### src/rtl/ftdi_245_responder.sv
// Device side of the FTDI async 245 FIFO protocol.
// Two DEPTH-entry byte queues: RQ (host -> FPGA, read via rd_n) and
// WQ (FPGA -> host, written via wr_n), each with a precharge window after a transfer.
// Define FTDI_RESP_ERR_EN to build sticky protocol-error flags on err.
module ftdi_245_responder #(
    parameter int DEPTH     = 8,
    parameter int PRECHARGE = 2
) (
    input  logic       clock,
    input  logic       reset,
    input  logic       rd_n,
    input  logic       wr_n,
    input  logic [7:0] adbus_in,
    output logic [7:0] adbus_out,
    output logic       adbus_oe,
    output logic       rxf_n,
    output logic       txe_n,
    input  logic [7:0] host_data,
    input  logic       host_valid,
    output logic       host_ready,
    output logic [7:0] rx_data,
    output logic       rx_valid,
    input  logic       rx_ready,
    output logic [2:0] err
);
    localparam int AW = $clog2(DEPTH);
    localparam int PW = (PRECHARGE > 1) ? $clog2(PRECHARGE) : 1;
    localparam logic [AW:0] FULL = (AW + 1)'(DEPTH);
    localparam logic [PW-1:0] PRE_LOAD = PW'(PRECHARGE - 1);

    typedef enum logic [1:0] {R_IDLE, R_DRIVE, R_PRE} rstate_t;
    typedef enum logic [1:0] {W_IDLE, W_HOLD, W_PRE} wstate_t;

    rstate_t r_state, r_next;
    wstate_t w_state, w_next;
    logic [PW-1:0] r_cnt, w_cnt;

    logic [7:0]    rq_mem [DEPTH];
    logic [AW-1:0] rq_wp, rq_rp;
    logic [AW:0]   rq_cnt;
    logic [7:0]    wq_mem [DEPTH];
    logic [AW-1:0] wq_wp, wq_rp;
    logic [AW:0]   wq_cnt;

    logic rd_q, wr_q;
    logic rd_fall, rd_rise, wr_fall, wr_rise;
    logic rq_push, rq_pop, wq_push, wq_pop;

    assign rd_fall = rd_q & ~rd_n;
    assign rd_rise = ~rd_q & rd_n;
    assign wr_fall = wr_q & ~wr_n;
    assign wr_rise = ~wr_q & wr_n;

    assign host_ready = (rq_cnt != FULL);
    assign rx_valid   = (wq_cnt != '0);
    assign rx_data    = wq_mem[wq_rp];
    assign rq_push    = host_valid & host_ready;
    assign wq_pop     = rx_valid & rx_ready;

    assign rxf_n     = !(r_state == R_IDLE && rq_cnt != '0);
    assign txe_n     = !(w_state == W_IDLE && wq_cnt != FULL);
    assign adbus_oe  = (r_state == R_DRIVE);
    assign adbus_out = adbus_oe ? rq_mem[rq_rp] : '0;

    // Strobe history, FSM state and precharge counters
    always_ff @(posedge clock or posedge reset) begin
        if (reset) begin
            rd_q    <= 1'b1;
            wr_q    <= 1'b1;
            r_state <= R_IDLE;
            w_state <= W_IDLE;
            r_cnt   <= PRE_LOAD;
            w_cnt   <= PRE_LOAD;
        end else begin
            rd_q    <= rd_n;
            wr_q    <= wr_n;
            r_state <= r_next;
            w_state <= w_next;
            r_cnt   <= (r_state != R_PRE) ? PRE_LOAD : ((r_cnt != '0) ? r_cnt - 1'b1 : r_cnt);
            w_cnt   <= (w_state != W_PRE) ? PRE_LOAD : ((w_cnt != '0) ? w_cnt - 1'b1 : w_cnt);
        end
    end

    // Read FSM: drive RQ head while rd_n is low, pop on its rising edge
    always_comb begin
        r_next = r_state;
        rq_pop = 1'b0;
        case (r_state)
            R_IDLE:  if (rd_fall && !rxf_n) r_next = R_DRIVE;
            R_DRIVE: if (rd_rise) begin
                rq_pop = 1'b1;
                r_next = R_PRE;
            end
            R_PRE:   if (r_cnt == '0) r_next = R_IDLE;
            default: r_next = R_IDLE;
        endcase
    end

    // Write FSM: capture on wr_n falling edge; a read in progress takes priority
    always_comb begin
        w_next  = w_state;
        wq_push = 1'b0;
        case (w_state)
            W_IDLE:  if (wr_fall && !txe_n && r_state != R_DRIVE) begin
                wq_push = 1'b1;
                w_next  = W_HOLD;
            end
            W_HOLD:  if (wr_rise) w_next = W_PRE;
            W_PRE:   if (w_cnt == '0) w_next = W_IDLE;
            default: w_next = W_IDLE;
        endcase
    end

    // Queue pointers and occupancy
    always_ff @(posedge clock or posedge reset) begin
        if (reset) begin
            rq_wp  <= '0;
            rq_rp  <= '0;
            rq_cnt <= '0;
            wq_wp  <= '0;
            wq_rp  <= '0;
            wq_cnt <= '0;
        end else begin
            if (rq_push) rq_wp <= rq_wp + 1'b1;
            if (rq_pop)  rq_rp <= rq_rp + 1'b1;
            if (rq_push && !rq_pop)      rq_cnt <= rq_cnt + 1'b1;
            else if (!rq_push && rq_pop) rq_cnt <= rq_cnt - 1'b1;
            if (wq_push) wq_wp <= wq_wp + 1'b1;
            if (wq_pop)  wq_rp <= wq_rp + 1'b1;
            if (wq_push && !wq_pop)      wq_cnt <= wq_cnt + 1'b1;
            else if (!wq_push && wq_pop) wq_cnt <= wq_cnt - 1'b1;
        end
    end

    // Queue storage
    always_ff @(posedge clock) begin
        if (rq_push) rq_mem[rq_wp] <= host_data;
        if (wq_push) wq_mem[wq_wp] <= adbus_in;
    end

`ifdef FTDI_RESP_ERR_EN
    logic [2:0] err_q;
    // Sticky protocol-error flags, cleared only by reset
    always_ff @(posedge clock or posedge reset) begin
        if (reset) err_q <= '0;
        else       err_q <= err_q | {~rd_n & ~wr_n, wr_fall & txe_n, rd_fall & rxf_n};
    end
    assign err = err_q;
`else
    assign err = '0;
`endif
endmodule

### config.mk
export PLATFORM = sky130hd
export DESIGN_NAME = ftdi_245_responder
export DESIGN_NICKNAME = d
export VERILOG_FILES = /design/src/rtl/ftdi_245_responder.sv
export SDC_FILE = /design/constraint.sdc
export NUM_CORES = 1
export LEC_CHECK = 0
export CORE_MARGIN = 2
export CORE_UTILIZATION = 30
export DETAILED_ROUTE_END_ITERATION = 12
export HOLD_SLACK_MARGIN = 0.05
export PLACE_DENSITY = 0.51
export SLEW_MARGIN = 40
export SYNTH_ARGS = -nofsm -noshare
export SYNTH_HDL_FRONTEND = slang
export SYNTH_SLANG_ARGS = --single-unit
### constraint.sdc
create_clock -name clock -period 2.83 [get_ports clock]
set_clock_uncertainty 0.2 [all_clocks]
set_input_delay 0.566 -clock clock [delete_from_list [all_inputs] [get_ports clock]]
set_output_delay 0.566 -clock clock [all_outputs]
set_load 0.02 [all_outputs]
# After elaboration in Yosys (flattened, before gate mapping)
# Memory sizes are Yosys's and may differ from the RTL's.
# Cells that the tools add are included.
[op_classes]
addsub = 10
eq_ne = 15
n_mux = 25
n_bitwise = 10
reduce_logical = 23
[ops]
columns = ["operator", "n"]
rows = [
  ["4-bit two-way mux", 4],
  ["3-bit by 1-bit adder with 3-bit output, second input constant", 4],
  ["1-bit two-way mux", 12],
  ["2-bit two-way mux", 6],
  ["2-bit case mux with 3 select lines", 2],
  ["2-bit != test, second input constant", 5],
  ["1-bit logical AND", 9],
  ["4-bit by 1-bit adder with 4-bit output, second input constant", 2],
  ["8-bit two-way mux", 1],
  ["2-bit by 1-bit != test with 1-bit output, second input constant", 4],
  ["4-bit != test, second input constant", 2],
  ["4-bit nonzero test", 2],
  ["4-bit by 1-bit subtractor with 4-bit output, second input constant", 2],
  ["1-bit AND", 6],
  ["1-bit logical NOT", 6],
  ["3-bit AND reduction", 2],
  ["2-bit by 1-bit == test with 1-bit output, second input constant", 2],
  ["2-bit == test, second input constant", 2],
  ["2-bit logical NOT", 2],
  ["1-bit NOT", 4],
  ["2-bit nonzero test", 2],
  ["1-bit subtractor, second input constant", 2],
]
[totals]
ff_bits = 28
ram_bits = 128
inputBits = 22
mem_count = 2
[memory_table]
columns = ["name", "words", "width", "rd", "rd_clocked_by_memory_dff", "wr", "line", "text"]
rows = [
  ["rq_mem", 8, 8, 1, 0, 1, "38", "logic [7:0] rq_mem [DEPTH];"],
  ["wq_mem", 8, 8, 1, 0, 1, "41", "logic [7:0] wq_mem [DEPTH];"],
]

# Longest topological paths before layout
[logic_depth]
word_depth = 10
ltp_mapped = 11
ltp_nobuf = 11

# Worst setup path before layout
# OpenSTA, ideal clock, no wires.
[synth_path]
kind = "reg2reg"
startpoint = "reg rq_cnt[0]"
endpoint = "reg rq_cnt[3]"
setup_ns = 0.123
arrival_time_ns = 2.403
required_ns = 2.507
setup_slack_ns = 0.105
path_stages_with_launch = 11
n_path_buf = 0
synth_period_minus_slack_ns = 2.725
cell_sequence = "dfrtp_1 or4b_1 nand2_1 inv_1 ha_1 inv_1 ha_1 a21oi_1 and3_1 o21bai_1 xnor2_1"
[synth_between]
elab_chain_cells = 5
elab_cells_between_ends = 10
cone_classes = "2 x add/sub; 1 x eq/ne; 2 x mux; 1 x bitwise; 4 x reduce/logical"
[synth_lines]
columns = ["item", "line", "text"]
rows = [
  ["start, declared", "40", "logic [AW:0] rq_cnt;"],
  ["start signal, assigned", "126", "if (rq_push && !rq_pop) rq_cnt <= rq_cnt + 1'b1;"],
  ["start signal, assigned", "127", "else if (!rq_push && rq_pop) rq_cnt <= rq_cnt - 1'b1;"],
  ["4-bit != test *", "54", "assign host_ready = (rq_cnt != FULL);"],
  ["net host_ready", "20", "output logic host_ready,"],
  ["1-bit AND *", "57", "assign rq_push = host_valid & host_ready;"],
  ["net rq_push", "47", "logic rq_push, rq_pop, wq_push, wq_pop;"],
  ["1-bit logical NOT", "127", ""],
  ["1-bit logical AND", "127", ""],
  ["2-bit nonzero test (no line)", "n/a", ""],
]
# The timed path passes the listed nets; every way through them passes the cells marked *. The select of a mux whose other input is x is not followed.
# A chain may end at the register's enable or synchronous reset.

# Worst setup path after layout
[layout_path]
startpoint = "reg wq_rp[0]"
endpoint = "out rx_data[2]"
[layout_between]
elab_chain_cells = 1
[layout_lines]
columns = ["item", "line", "text"]
rows = [
  ["start, declared", "42", "logic [AW-1:0] wq_wp, wq_rp;"],
  ["start signal, assigned", "129", "if (wq_pop) wq_rp <= wq_rp + 1'b1;"],
  ["memory 8 x 8 bit", "n/a", ""],
  ["end, declared", "21", "output logic [7:0] rx_data,"],
]
# No other way between the ends.

==> results.py <==
metrics = {
    "outcome": {
        "status": "complete, no violations",
    },
    "synth": {
        "ys_seq_area_share_pct": 71.6,
        "synth-seq-cells": 156,
        "ys.flop_type": "edfxtp_1",
        "synth_edf_count": 128,
        "netlist.top_cell.by_area": "edfxtp_1",
        "yosysUniqueCellTypes": 39,
        "yosys_warnings": 0,
        "yosys-top-cells-area": "edfxtp_1 61%, dfrtp_1 9.5%, mux4_1 6.6%",
        "async_reset_ff_share_pct": 17.9,
        "avgSynthCellArea_sq_um": 19.0,
        "synth_top_area_share_pct": 60.5,
        "netlist_area_sq_mm": 0.00635,
        "postSynthCellCount": 335,
    },
    "critical_path": {
        "crit_type": "reg -> out",
        "worst-path-max-fanout": 4,
        "worst_setup_path_start_kind": "register",
        "critPathRequiredTime_ps": 2060,
        "crit_path_end_kind": "output pin",
        "arrival_ps": 2050,
    },
    "timing": {
        "clock.fmax_mhz": 355,
        "rsz0062_at_grt": "yes",
        "period_needed_ps": 2820,
        "maxSlewViolCount": 0,
        "report.final.hold_viol_count": 0,
        "fin_tns_setup_ps": 0,
        "setup_viol": 0,
        "period_share_pct": 99.6,
    },
    "cells_and_area": {
        "area.growth.synth_to_final_pct": 26.3,
        "nNetsFinal": 462,
        "num_antenna_cells": 0,
        "utilization_pct": 38.4,
        "fin_area_sq_mm": 0.00802,
        "fin_cells": 716,
        "drive_gt1_share_pct": 33.1,
    },
    "job": {
        "cap_violations": 0,
    },
    "detailed_routing": {
        "drc": 0,
        "antenna_left": 0,
        "via_per_inst": 4.49,
        "drt_pass1_iterations": 4,
        "drtIter0Drc": 207,
        "wl_per_cell_um": 17.5,
        "wirelength_mm": 12.5,
        "vias": 3216,
    },
    "power": {
        "irDropWorstVdd_mv": 0.470,
        "powerDensity_mw_per_mm2": 1040,
        "p_total_mw": 8.37,
        "leakagePower_nw": 2.91,
    },
    "floorplan": {
        "start_util_pct": 30.4,
        "die-area_sq_mm": 0.0224,
        "chipWidth_um": 150,
        "ios": 46,
        "die_h_um": 150,
        "num_rows": 53,
        "core-area_sq_mm": 0.0209,
    },
    "clocking": {
        "ctsLongestPathBuffers": 2,
        "path_clk_slew_ps": 60,
        "clock_latency_ps": 420,
        "root_buffer": "clkbuf_16",
        "numClockSinks": 156,
        "htreeDepth": 4,
        "cts_buffers": 17,
        "cts_hold_buffers": 0,
        "cts_tree": "built",
    },
    "grt": {
        "track_usage_pct": 12.0,
        "grt_first_pass_wirelength_mm": 19.7,
        "grt_pass1_vias": 3548,
        "overflow": 0,
        "antenna_found_initial": 0,
        "grt_max_degree": 29,
    },
    "placement": {
        "io_buffers": 42,
        "post_dp_cell_area_sq_mm": 0.00736,
        "gp_congestion": 0.726,
        "dp.cells": 677,
        "dpl.hpwl_mm": 7.77,
    },
    "hold_path": {
        "hp-class": "reg -> reg",
    },
}
## logic make-up (layout without fill, tap and decap cells)
group	count (synthesis)	in the layout	synth area share (%)
mux	44	44	14.4
buf+inv	24	128	2.21
flops	156	156	71.6
other cells	1	3	0.0590
simple gates	64	64	4.96
compound gates	22	22	2.46
xor+xnor	12	12	1.65
fa+ha+maj	12	12	2.60
## synth_stat cells, types with 3 or more instances
cell,count
edfxtp_1,128
ha_1,10
a22o_1,8
inv_1,10
nand2_1,22
mux4_2,16
mux4_1,16
dfstp_2,4
o21ai_0,4
nor3_1,4
a21oi_1,4
xnor2_1,11
buf_4,4
nand2b_1,10
dfrtp_1,24
mux2_2,12
nor2_1,16
and3_1,3
nand3_1,3
## cell type report
type / count / area, sq um
Clock buffer: 17 / 425
Clock inverter: 15 / 151
Fill cell: 1923 / 12900
Inverter: 11 / 41.3
Multi-Input combinational cell: 157 / 1660
Sequential cell: 156 / 4550
Tap cell: 275 / 344
Timing Repair Buffer: 85 / 848
## report_power, final
part	leakage, nW	internal [mW]	switching, mW
clock	0.283	1.18	1.02
sequential	1.49	2.87	0.265
combinational	1.14	1.67	1.37
## worst paths after layout
kind                            startpoint         end  slack, ps  cells past startpoint
worst max-delay path              wq_rp[0]  rx_data[2]         10                      5
worst min-delay path            r_state[1]       r_cnt        240                      1
worst max register to register   wq_cnt[1]   wq_cnt[3]        140                     10
worst min register to register  r_state[1]       r_cnt        240                      1
max in group asynchronous            reset       w_cnt       1800                      3
min in group asynchronous            reset  w_state[0]        320                      3
## flip-flops by register name, summed over array words and instances (netlist names)
signal and flops:
rq_rp 3, w_cnt 1, rd_q 1, w_state 2, wq_cnt 4, rq_cnt 4
wq_mem 64, r_cnt 1, wq_rp 3, wr_q 1, rq_mem 64, rq_wp 3
r_state 2, wq_wp 3
## worst max-delay path: stages (launching register included)
cell     delay, ps
dfrtp_2        480
buf_12         140
buf_16         110
mux4_2         500
mux2_4         280
buf_6          130
## through the flow
step	hold slack, ps	setup WS, ps
6_report	242	12.1
5_1_grt	264	-60.5
4_1_cts	245	-109
3_5_place_dp	236	-19.2
3_3_place_gp	230	78.6
2_1_floorplan	206	105
## cell usage in the layout, fill, tap and decap left out, drive strengths merged, types with 5 or more instances in the layout
cell type,n
nor2,16
xnor2,11
buf,59
nand2b,10
mux2,12
inv,20
clkdlybuf4s50,25
ha,10
a22o,8
clkbuf,17
clkinv,5
mux4,32
dfrtp,24
edfxtp,128
nand2,22
## repair_timing
| action | 4_1_cts | 5_1_grt |
|---|---|---|
| setup endpoints to repair | 18 | 11 |
| setup buffers | 4 | 1 |
| gates resized for setup | 81 | 30 |
| gates cloned | 3 | 0 |
| hold endpoints to repair | 0 | 0 |
## routing by layer
layer  GRT usage (%)  part of all wire, %  vias to the layer above
met3            3.08                  3.1                       14
met4            4.38                  1.1                        0
li1                -                    -                     1490
met1            15.2                   46                     1661
met2            20.1                   50                       51
met5               0                    0                        -
No activity file was read; power rests on OpenSTA's default activity.
